**config.mk**
```make
export PLATFORM = sky130hd
export DESIGN_NAME = neo_io_ctrl
export DESIGN_NICKNAME = d
export VERILOG_FILES = /design/src/rtl/neo_io_pkg.sv /design/src/rtl/neo_rtc_shifter.sv /design/src/rtl/neo_io_ctrl.sv
export SDC_FILE = /design/constraint.sdc
export NUM_CORES = 1
export LEC_CHECK = 0
export ABC_AREA = 1
export CORE_MARGIN = 2
export CORE_UTILIZATION = 43
export CTS_BUF_LIST = sky130_fd_sc_hd__clkbuf_4 sky130_fd_sc_hd__clkbuf_8 sky130_fd_sc_hd__clkbuf_16
export CTS_CLUSTER_SIZE = 14
export DETAILED_ROUTE_END_ITERATION = 8
export GPL_ROUTABILITY_DRIVEN = 1
export PLACE_DENSITY = 0.85
export SLEW_MARGIN = 20
export SYNTH_ARGS = -nofsm -noshare
export SYNTH_HDL_FRONTEND = slang
export SYNTH_SLANG_ARGS = --single-unit
export TNS_END_PERCENT = 100
```
**constraint.sdc**
```tcl
create_clock -name CLK -period 2.5 [get_ports CLK]
set_input_delay 0.5 -clock CLK [delete_from_list [all_inputs] [get_ports CLK]]
set_output_delay 0.5 -clock CLK [all_outputs]
set_load 0.01 [all_outputs]
```
**src/rtl/neo_io_pkg.sv**
```systemverilog
// Shared constants and types for the Neo-Geo I/O controller.
package neo_io_pkg;
  localparam logic [2:0] ADDR_SLOT     = 3'b010;
  localparam logic [2:0] ADDR_LEDLATCH = 3'b011;
  localparam logic [2:0] ADDR_LEDDATA  = 3'b100;
  localparam logic [2:0] ADDR_RTCCTRL  = 3'b101;
  localparam logic [2:0] ADDR_RTCCMD   = 3'b110;

  typedef enum logic [2:0] {IDLE, DATA, CLKH, CLKL, STB} rtc_state_t;

  typedef struct packed {
    logic [2:0] sel;
    logic [7:0] data;
  } wr_req_t;
endpackage

```
**src/rtl/neo_rtc_shifter.sv**
```systemverilog
// uPD4990 serial command shifter: 4 bits LSB first, then a strobe phase.
// Used by neo_io_ctrl only when NEO_IO_RTC_SHIFTER_EN is defined.
module neo_rtc_shifter
  import neo_io_pkg::*;
#(
  parameter int RTC_HALF = 8
) (
  input  logic       CLK,
  input  logic       nRESET,
  input  logic       start,
  input  logic [3:0] cmd,
  output logic       rtc_din,
  output logic       rtc_clk,
  output logic       rtc_strobe,
  output logic       busy
);
  localparam int HW = (RTC_HALF > 1) ? $clog2(RTC_HALF) : 1;

  rtc_state_t    state, state_nx;
  logic [HW-1:0] hcnt;
  logic [1:0]    bitn;
  logic [3:0]    cmd_q;
  logic          half_done;

  assign half_done = (hcnt == HW'(RTC_HALF - 1));

  always_ff @(posedge CLK) begin
    if (!nRESET) begin
      state <= IDLE;
      hcnt  <= '0;
      bitn  <= '0;
      cmd_q <= '0;
    end else begin
      state <= state_nx;
      if (state == IDLE) begin
        hcnt <= '0;
        bitn <= '0;
        if (start) cmd_q <= cmd;
      end else begin
        hcnt <= half_done ? '0 : hcnt + 1'b1;
        if (half_done && state == CLKL) bitn <= bitn + 1'b1;
      end
    end
  end

  always_comb begin
    state_nx = state;
    case (state)
      IDLE:    if (start)     state_nx = DATA;
      DATA:    if (half_done) state_nx = CLKH;
      CLKH:    if (half_done) state_nx = CLKL;
      CLKL:    if (half_done) state_nx = (bitn == 2'd3) ? STB : DATA;
      STB:     if (half_done) state_nx = IDLE;
      default: state_nx = IDLE;
    endcase
  end

  assign busy       = (state != IDLE);
  assign rtc_clk    = (state == CLKH);
  assign rtc_strobe = (state == STB);
  assign rtc_din    = (state == DATA || state == CLKH || state == CLKL) && cmd_q[bitn];
endmodule

```
**src/rtl/neo_io_ctrl.sv**
```systemverilog
// Clocked I/O controller: 68K write decode, slot select, LED strobe, RTC pins, DIP/status reads.
// Define NEO_IO_RTC_SHIFTER_EN to add the RTC serial command shifter on the 110 address.
module neo_io_ctrl
  import neo_io_pkg::*;
#(
  parameter int         NUM_SLOTS     = 6,
  parameter int         SLOT_W        = 3,
  parameter int         LED_PULSE_CYC = 4,
  parameter int         RTC_HALF      = 8,
  parameter logic [7:0] SYSTYPE_VAL   = 8'hC0
) (
  input  logic                 CLK,
  input  logic                 nRESET,
  input  logic                 nBITWD0,
  input  logic                 nDIPRD0,
  input  logic                 nDIPRD1,
  input  logic [3:0]           M68K_ADDR,
  input  logic [7:0]           M68K_DIN,
  output logic [7:0]           M68K_DOUT,
  output logic                 M68K_OE,
  input  logic [7:0]           DIPSW,
  input  logic                 SYSTEMB,
  output logic [NUM_SLOTS-1:0] nSLOT,
  output logic [SLOT_W-1:0]    SLOT_SEL,
  output logic [2:0]           LED_LATCH,
  output logic [7:0]           LED_DATA,
  output logic                 LED_STB,
  input  logic                 RTC_DOUT,
  input  logic                 RTC_TP,
  output logic                 RTC_DIN,
  output logic                 RTC_CLK,
  output logic                 RTC_STROBE,
  output logic                 RTC_BUSY
);
  localparam int PW = $clog2(LED_PULSE_CYC + 1);

  // [0],[1] synchronise the async strobe; [2] holds the previous level for edge detect
  logic [2:0]    wr_sync;
  logic          wr;
  wr_req_t       req;
  logic [SLOT_W-1:0] slot_q;
  logic [2:0]    rtcctrl;
  logic [PW-1:0] stb_cnt;
  logic          rtc_busy;

  assign req = '{sel: M68K_ADDR[2:0], data: M68K_DIN};

  always_ff @(posedge CLK) begin
    if (!nRESET) begin
      wr_sync <= '1;
      wr      <= 1'b0;
    end else begin
      wr_sync <= {wr_sync[1:0], nBITWD0};
      wr      <= wr_sync[2] & ~wr_sync[1];
    end
  end

  always_ff @(posedge CLK) begin
    if (!nRESET) begin
      slot_q    <= '0;
      LED_LATCH <= '0;
      LED_DATA  <= '0;
      rtcctrl   <= '0;
      stb_cnt   <= '0;
    end else begin
      if (stb_cnt != '0) stb_cnt <= stb_cnt - 1'b1;
      // a reload below overrides the decrement, so back-to-back LED writes extend the pulse
      if (wr) begin
        case (req.sel)
          ADDR_SLOT:     slot_q <= req.data[SLOT_W-1:0];
          ADDR_LEDLATCH: begin
            LED_LATCH <= req.data[5:3];
            stb_cnt   <= PW'(LED_PULSE_CYC);
          end
          ADDR_LEDDATA:  begin
            LED_DATA <= req.data;
            stb_cnt  <= PW'(LED_PULSE_CYC);
          end
          ADDR_RTCCTRL:  if (!rtc_busy) rtcctrl <= req.data[2:0];
          default: ;
        endcase
      end
    end
  end

  assign SLOT_SEL = slot_q;
  assign LED_STB  = (stb_cnt != '0);

  for (genvar i = 0; i < NUM_SLOTS; i++) begin : g_slot
    always_ff @(posedge CLK) begin
      if (!nRESET) nSLOT[i] <= 1'b1;
      else         nSLOT[i] <= ~(SYSTEMB && slot_q == SLOT_W'(i));
    end
  end

`ifdef NEO_IO_RTC_SHIFTER_EN
  logic sh_din, sh_clk, sh_stb;

  neo_rtc_shifter #(.RTC_HALF(RTC_HALF)) u_rtc (
    .CLK        (CLK),
    .nRESET     (nRESET),
    .start      (wr && req.sel == ADDR_RTCCMD && !rtc_busy),
    .cmd        (req.data[3:0]),
    .rtc_din    (sh_din),
    .rtc_clk    (sh_clk),
    .rtc_strobe (sh_stb),
    .busy       (rtc_busy)
  );

  assign RTC_DIN    = rtc_busy ? sh_din : rtcctrl[0];
  assign RTC_CLK    = rtc_busy ? sh_clk : rtcctrl[1];
  assign RTC_STROBE = rtc_busy ? sh_stb : rtcctrl[2];
`else
  assign rtc_busy   = 1'b0;
  assign RTC_DIN    = rtcctrl[0];
  assign RTC_CLK    = rtcctrl[1];
  assign RTC_STROBE = rtcctrl[2];
`endif
  assign RTC_BUSY = rtc_busy;

  always_comb begin
    M68K_DOUT = '0;
    if (!nDIPRD0)      M68K_DOUT = M68K_ADDR[3] ? SYSTYPE_VAL : DIPSW;
    else if (!nDIPRD1) M68K_DOUT = {RTC_DOUT, RTC_TP, 6'b111111};
  end
  assign M68K_OE = ~nDIPRD0 | ~nDIPRD1;
endmodule
```
==> impl_metrics.py <==
metrics = {
    "outcome": {
        "status": "complete, but fails checks",
        "failed_checks": "design-rule violations",
    },
    "timing": {
        "drv_slew": 0,
        "period_minus_slack_ns": 2.31,
        "min_period_over_period_pct": 92.3,
        "setup_viol": 0,
        "rsz0062_at_grt": "no",
        "max_freq_mhz": 433,
        "skew_ns": 0.00672,
        "final_hold_viol_count": 0,
    },
    "floorplan": {
        "io-pin-count": 62,
        "start_util_pct": 46.1,
        "core_area_sq_um": 2810,
        "dieArea_sq_um": 3460,
        "die_height_um": 58.9,
        "die_w_um": 58.9,
        "num_rows": 19,
    },
    "critical_path": {
        "critPathBufInv": 3,
        "max_stage_delay_ns": 0.50,
        "cp_top_family": "buffers and inverters",
        "cp.arrival_ns": 1.81,
        "end_kind": "output pin",
        "worst_ep_required_time_ns": 2.00,
        "cp_slowest_cell": "clkdlybuf4s50_1",
        "crit_type": "input port to output pin",
        "cp_cell_sequence": "clkdlybuf4s50_1, inv_1, or2_1, o21ai_0, dlygate4sd2_1",
        "cp_max_fo": 8,
        "cp-start-kind": "input port",
    },
    "clock_tree": {
        "numCtsBuffers": 5,
        "clk_pin_slew_ns": 0.07,
        "clkSinkCount": 30,
        "ctsHoldBuffers": 0,
        "clkLatencyLatePin_ns": 0.32,
        "htreeDepth": 2,
        "cts_root_buf": "clkbuf_4",
        "post-cts-setup-buffers": 0,
        "cts_max_path_buffers": 2,
        "cts_tree": "done",
    },
    "drt": {
        "drc": 4,
        "firstDrtPassIters": 6,
        "post_drt_wl_per_cell_um": 9.39,
        "ant_nets": 0,
        "wl_mm": 2.69,
        "vias": 1258,
        "first_iter_violations": 33,
        "vias_per_cell": 4.40,
    },
    "min_path": {
        "hold_class": "flop to flop",
    },
    "finish": {
        "area_growth_pct": 51.1,
        "final_layout_size_suffix_gt1_share_pct": 6.27,
        "final-seq-area_sq_um": 601,
        "nets": 286,
        "multi_input_area_sq_um": 542,
        "num_antenna_cells": 0,
        "fillerInstances": 243,
        "stdcell_count": 286,
    },
    "pwr": {
        "powerDensity_nw_per_um2": 543,
        "ir_worst_vdd_mv": 0.303,
        "totalPowerFinal_mw": 1.06,
        "leakage_nw": 0.917,
    },
    "run": {
        "drv_cap": 0,
    },
    "synthesis": {
        "yosysTopAreaCell": "dfxtp_1",
        "syn_area_sq_um": 1290,
        "ys.flop_type": "dfxtp_1",
        "synth_cells": 192,
        "yosys.area.top_type_share_pct": 46.4,
        "synth_area_per_cell_sq_um": 6.74,
        "async_flop_share_pct": 0,
        "netlist-cell-type-count": 18,
        "yosys_warnings": 0,
        "syn_nets": 222,
        "ys_top_cells_by_count": "nand2_1, nor2_1, inv_1, dfxtp_1, o21ai_0",
        "synth_edf_count": 0,
        "synth_area_leaders": "dfxtp_1, nand2_1, nor2_1",
        "synth_most_common_cell": "nand2_1",
        "ys_ff_latch": 30,
        "seq_area_frac_synth_pct": 46.4,
    },
    "global_route": {
        "grt_overflow": 0,
        "grt_usage_pct": 18.0,
        "grt_pass1_vias": 1174,
        "grt_max_degree": 18,
        "grt_pass1_wl_mm": 4.66,
        "antenna_found_initial": 0,
    },
    "placement": {
        "dpl.hpwl_mm": 2.09,
        "place.gp.congestion": 0.758,
        "io_buffer_count": 60,
        "dp.cells": 280,
    },
}
==> cell families after synthesis <==
| kind of cell | synth area share [%] |
|---|---|
| AOI/OAI and AO/OA | 3.87 |
| DFF | 46.4 |
| adders and majority gates | 1.93 |
| and+or+nand+nor | 35.8 |
| other | 0.290 |
| buffers and inverters | 11.7 |
==> layer usage <==
layer | vias up | track usage, % | share of wire [%]
li1 | 690 | - | -
met1 | 507 | 21.2 | 45
met2 | 56 | 28.6 | 44
met3 | 5 | 5.71 | 10
met5 | - | 0 | 0
met4 | 0 | 10.7 | 1.7
==> worst min-delay path, cell delays in order (launching register included) <==
cell and delay (ns):
dfxtp_1 0.30, inv_1 0.04, nor2_1 0.04
==> flip-flops by register name (all words and copies together), names as in the netlist <==
register	cells
stb_cnt	3
rtcctrl	3
LED_LATCH	3
nSLOT	6
wr	1
wr_sync	3
SLOT_SEL	3
LED_DATA	8
==> worst paths after layout <==
| kind | cells past startpoint | slack [ns] | start | to |
|---|---|---|---|---|
| setup / recovery | 5 | 0.19 | nDIPRD0 | M68K_DOUT[6] |
| hold / removal | 2 | 0.42 | wr_sync[2]$_SDFF_PN1_ | wr$_SDFF_PN0_ |
| setup reg to reg | 5 | 1.42 | wr$_SDFF_PN0_ | LED_LATCH[0]$_SDFFE_PN0P_ |
| hold reg to reg | 2 | 0.42 | wr_sync[2]$_SDFF_PN1_ | wr$_SDFF_PN0_ |
==> metrics by stage <==
step | TNS [ns] | util [%] | hold slack (ns) | setup slack (ns) | instance area [sq um]
4_1_cts | 0 | 69.7 | 0.420 | 0.202 | 1950
3_5_place_dp | -0.207 | 68.2 | 0.406 | -0.0766 | 1910
2_1_floorplan | 0 | - | 0.392 | 0.861 | 1290
3_3_place_gp | -0.0760 | 68.2 | 0.395 | -0.0422 | 1910
5_1_grt | 0 | 69.7 | 0.450 | 0.0476 | 1950
6_report | 0 | 69.7 | 0.415 | 0.192 | 1950
==> power breakdown <==
part | leakage (nW) | switching (mW) | internal, mW | total (mW)
sequential | 0.244 | 0.00964 | 0.505 | 0.514
combinational | 0.644 | 0.140 | 0.138 | 0.278
clock | 0.0302 | 0.143 | 0.126 | 0.270
==> placed cells by master, fill, tap and decap left out <==
| cell type | Yosys | final |
|---|---|---|
| buf_4 | 2 | 2 |
| clkbuf_4 | 0 | 5 |
| clkbuf_8 | 0 | 1 |
| clkdlybuf4s50_1 | 0 | 52 |
| conb_1 | 1 | 1 |
| dfxtp_1 | 30 | 30 |
| dlygate4sd2_1 | 0 | 8 |
| ha_1 | 2 | 2 |
| inv_1 | 31 | 31 |
| nand2_1 | 50 | 50 |
| nand2_2 | 2 | 2 |
| nand3_1 | 6 | 6 |
| nand3b_1 | 1 | 1 |
| nor2_1 | 47 | 47 |
| nor2_2 | 1 | 1 |
| nor2_4 | 1 | 1 |
| o21ai_0 | 10 | 10 |
| or2_1 | 1 | 1 |
| or2_2 | 4 | 4 |
==> cell type report <==
cell class / count / share of cell area, %
sequential: 30 / 30.7
timing repair buffer: 62 / 31.0
clock buffer: 6 / 2.62
tap: 31 / 1.98
multi-input combinational: 126 / 27.7
inverter: 31 / 5.95
==> timing repair <==
item	CTS	global route
hold endpoints to repair	0	0
gates resized for setup	8	0
endpoints found under the setup margin	8	0
Note: power is estimated with default switching activity, not from simulation.
